## config.mk

```make
export PLATFORM = sky130hd
export DESIGN_NAME = icache
export DESIGN_NICKNAME = d
export VERILOG_FILES = /design/src/rtl/icache.sv
export SDC_FILE = /design/constraint.sdc
export NUM_CORES = 1
export LEC_CHECK = 0
export CORE_MARGIN = 10
export CORE_UTILIZATION = 45
export DETAILED_ROUTE_END_ITERATION = 16
export HOLD_SLACK_MARGIN = 0.03
export PLACE_DENSITY_LB_ADDON = 0.2
export SLEW_MARGIN = 25
export SYNTH_ARGS = -nofsm -noshare
export SYNTH_HDL_FRONTEND = slang
export SYNTH_SLANG_ARGS = --single-unit
export TNS_END_PERCENT = 10
```

## constraint.sdc

```tcl
create_clock -name CLK -period 9.26 [get_ports CLK]
set_input_delay 2.315 -clock CLK [delete_from_list [all_inputs] [get_ports CLK]]
set_output_delay 2.315 -clock CLK [all_outputs]
set_load 0.02 [all_outputs]
```

## src/rtl/icache.sv

```systemverilog
// Direct-mapped, read-only instruction cache: combinational hits, single-word
// fills from the memory controller through a two-state IDLE/FILL machine.
module icache #(
    parameter int NSETS = 16,
    parameter int IDXW  = 4
) (
    input  logic        CLK,
    input  logic        nRST,
    input  logic        imemREN,
    input  logic [31:0] imemaddr,
    output logic        ihit,
    output logic [31:0] imemload,
    output logic        iREN,
    output logic [31:0] iaddr,
    input  logic [31:0] iload,
    input  logic        iwait
);
    localparam int TAGW = 30 - IDXW;

    typedef enum logic {IDLE, FILL} state_t;

    state_t            state;
    logic [NSETS-1:0]  valid;
    logic [TAGW-1:0]   tags [NSETS];
    logic [31:0]       data [NSETS];
    logic [29:0]       missword;
    logic              iren_q;

    logic [IDXW-1:0]   ridx, fidx;
    logic [TAGW-1:0]   rtag, ftag;
    logic              lookup, fill_done;
    logic              unused;

    assign ridx = imemaddr[IDXW+1:2];
    assign rtag = imemaddr[31:IDXW+2];
    assign fidx = missword[IDXW-1:0];
    assign ftag = missword[29:IDXW];
    assign unused = &{1'b0, imemaddr[1:0]};

    assign lookup    = valid[ridx] && (tags[ridx] == rtag);
    // Hits are masked for the whole fill so a lookup never races the frame write.
    assign ihit      = imemREN && (state == IDLE) && lookup;
    assign imemload  = ihit ? data[ridx] : '0;
    assign fill_done = (state == FILL) && !iwait;

    assign iREN  = iren_q;
    assign iaddr = iren_q ? {missword, 2'b00} : '0;

    always_ff @(posedge CLK or negedge nRST) begin
        if (!nRST) begin
            state    <= IDLE;
            valid    <= '0;
            missword <= '0;
            iren_q   <= 1'b0;
        end else begin
            case (state)
                IDLE: begin
                    if (imemREN && !lookup) begin
                        missword <= imemaddr[31:2];
                        iren_q   <= 1'b1;
                        state    <= FILL;
                    end
                end
                FILL: begin
                    if (!iwait) begin
                        valid[fidx] <= 1'b1;
                        iren_q      <= 1'b0;
                        state       <= IDLE;
                    end
                end
                default: state <= IDLE;
            endcase
        end
    end

    // Tag/data need no reset; an async reset forces IDLE so no write can slip through.
    always_ff @(posedge CLK) begin
        if (fill_done) begin
            tags[fidx] <= ftag;
            data[fidx] <= iload;
        end
    end
endmodule
```

==> metrics.md <==
| Metric | Value |
|---|---|
| Status | `finished clean` |
| Crit path time final | `8.616 ns` |
| Critical-path top delay cell | `clkdlybuf4s50_1` |
| Mapped Area | `0.03802 mm^2` |
| Placer Congestion | `0.7205` |
| CP max FO | `41` |
| Ranking of synthesized cells by area | `edfxtp_1, mux4_2, dfrtp_1, mux2i_1, mux2_4` |
| Seq/Total Area, Yosys | `0.7646` |
| Endpoints failing hold | `0` |
| Setup-failing EPs final | `0` |
| WP data required | `6.95 ns` |
| Post-route DRC | `0` |
| Finished Cell Area | `0.04416 mm^2` |
| Final period utilization | `0.9305` |
| Dpl ws | `0.5405 ns` |
| Cell taking the most area after synthesis | `edfxtp_1` |
| Htree depth | `3` |
| Peak VDD IR | `157.5 uV` |
| Primary FF master, synth | `edfxtp_1` |
| Buf/Inv on CP | `4` |
| Post-synth top cells | `edfxtp_1, mux4_2, and2_1` |
| Nets | `1943` |
| Final wirelength | `89.85 mm` |
| Largest net degree at the start of global routing | `55` |
| CTS tree | `yes` |
| Chip Height | `310.7 um` |
| Via/cell ratio | `5.770` |
| Most common cell in the netlist | `edfxtp_1` |
| GRT Util Overall | `0.1843` |
| Critical path's largest stage delay | `0.62 ns` |
| P per Cell Area | `225.6 mW/mm^2` |
| Kind of critical path | `in -> out` |
| RSZ-0062 raised after global routing | `no` |
| IO Pins | `134` |
| Die area | `0.09651 mm^2` |
| Avg Synthesized Cell Area | `22.82 um^2` |
| # Max-Cap Violations | `0` |
| Antenna-violating nets left | `0` |
| Slew headroom | `0.2940` |
| FF+latch count, synth | `976` |
| Clock Tree Buf Depth | `3` |
| DP Wirelength | `48.73 mm` |
| Layout cell share with drive strength beyond 1 | `0.2766` |
| Unique masters post-synth | `58` |
| Initial antenna violation count | `5` |
| Detailed-route via count | `17840` |
| Initial core utilization | `0.4543` |
| Layout area overhead | `16.16%` |
| Chip width | `310.7 um` |
| Hold slack | `0.4624 ns` |
| Max-slew violations | `0` |
| Synth async-reset ratio | `0.04918` |
| Count of flip-flops with a built-in enable after synthesis | `928` |
| Drt first pass iters | `5` |
| TNS Setup | `0 ns` |
| Crit-path cells | `buf_4 -> buf_4 -> mux4_2 -> mux2i_1 -> xor2_1 -> a31oi_1 -> nor4_4 -> and4b_2 -> buf_12 -> and2_1 -> clkdlybuf4s50_1` |
| Root Buffer | `clkbuf_16` |
| CTS Buf Count | `100` |
| Hold Path Class | `reg -> reg` |
| Leakage | `14.14 nW` |
| Initial DRC Count | `1736` |
| Total chip power | `0.009961 W` |
| Hold Buf Count CTS | `0` |
| Worst Max-Slew Pin Slew | `1.059 ns` |
| Setup WS post-layout | `0.6440 ns` |
| Worst-Skew Late Latency | `0.66 ns` |
| Vias in the first global route | `18570` |
| Wire per inst | `29.06 um` |
| Resize count post-CTS | `0` |
| Top cell by count, worst path | `buf_4` |
| Maximum clock frequency | `0.1161 GHz` |
| Synth warn | `0` |
| CP delay by family, top | `buffers and inverters` |
| FP Rows | `106` |
| Post-CTS setup buffers | `0` |
| Area after DPL | `0.04098 mm^2` |
| Yosys top cell area share | `0.7330` |
| Grt ovf | `0` |
| Buffers on Ports | `129` |
| First-pass GRT wire length | `131.3 mm` |
| Worst setup SP type | `input port` |
| CTS sink cnt | `976` |
| Post-Syn Instances | `1666` |
| Clock transition at the registers of the reported paths | `0.06 ns` |
| CP arrival | `6.30 ns` |
| Clock skew | `0.02499 ns` |
| CP endpoint kind | `output pin` |
| Core Box Area | `0.08369 mm^2` |
==> kinds of logic after synthesis <==
| family | after synthesis | synth area share |
|---|---|---|
| mux | 351 | 0.1792 |
| compound gates | 56 | 0.01112 |
| other cells | 1 | 0.00009864 |
| xor+xnor | 36 | 0.008294 |
| flops | 976 | 0.7646 |
| buf+inv | 90 | 0.01267 |
| simple gates | 156 | 0.02399 |
==> final cells by class <==
class	count	area (um^2)
clock buffer	134	2730
inverter	5	21.27
sequential	976	29070
fill	6497	39530
antenna	2	5.005
tap	1134	1419
timing repair buffer	191	1877
clock inverter	49	442.9
multi-input combinational	601	8597
==> state kept, by name, indices dropped and copies added (netlist names) <==
name and cells:
iREN 1, valid 16, tags 416, missword 30
data 512, state 1
==> cells in the final DEF (no fill, tap or decap), types with 7 or more instances in the layout <==
cell / netlist / final
nor2_4: 0 / 12
nor2b_1: 7 / 7
edfxtp_1: 928 / 928
nand2b_1: 10 / 10
buf_4: 11 / 55
clkinv_1: 2 / 21
clkinv_2: 0 / 14
xor2_1: 10 / 10
mux2_4: 28 / 28
mux2i_1: 57 / 57
a221oi_1: 8 / 8
mux4_2: 251 / 251
nand2_1: 13 / 13
clkdlybuf4s50_1: 0 / 124
and2_1: 63 / 63
clkbuf_1: 33 / 24
dfrtp_1: 48 / 48
or2_2: 18 / 18
xnor2_1: 26 / 26
clkbuf_8: 0 / 10
clkbuf_16: 0 / 100
bufinv_16: 0 / 7
mux2_2: 15 / 15
==> path summary, 6_finish.rpt <==
kind	startpoint	to	slack [ns]	cells past startpoint
worst min register to register	valid[0]	valid[0]	0.46	1
worst min-delay path	valid[0]	valid[0]	0.46	1
min in group asynchronous	nRST	missword[12]	1.85	2
worst max register to register	tags[15][19]	missword[7]	5.46	10
max in group asynchronous	nRST	missword[23]	6.85	2
worst max-delay path	imemaddr[3]	imemload[2]	0.64	11
==> worst register-to-register path, cell delays in order (launching register included) <==
cell	delay [ns]
edfxtp_1	0.36
mux4_2	0.49
and4_1	0.21
a2111oi_0	0.48
nand3_1	0.24
o2111ai_1	0.26
nor4_2	0.13
a31oi_4	0.53
buf_16	0.24
buf_4	0.38
mux2_4	0.36
==> per-stage QoR <==
step,instances,utilization
after floorplan,1667,-
after global placement,2903,0.4884
after detailed placement,2907,0.4897
after CTS,3090,0.5276
after global routing,3090,0.5276
final,3092,0.5277
==> report_power, final <==
part / internal, W / switching, W / total (W)
combinational: 0.000367 / 0.000423 / 0.000790
sequential: 0.00511 / 0.000170 / 0.00528
clock: 0.00226 / 0.00163 / 0.00389
==> metal layers <==
layer / part of all wire / routed length (um) / global-route usage / vias up
met5: 0.00071 / 64 / 0 / -
met4: 0.021 / 1909 / 0.04548 / 10
met3: 0.055 / 4897 / 0.03052 / 133
met2: 0.49 / 44030 / 0.2972 / 517
met1: 0.43 / 38950 / 0.2607 / 9771
li1: - / - / - / 7409
Power figures use the tool's default switching activity.
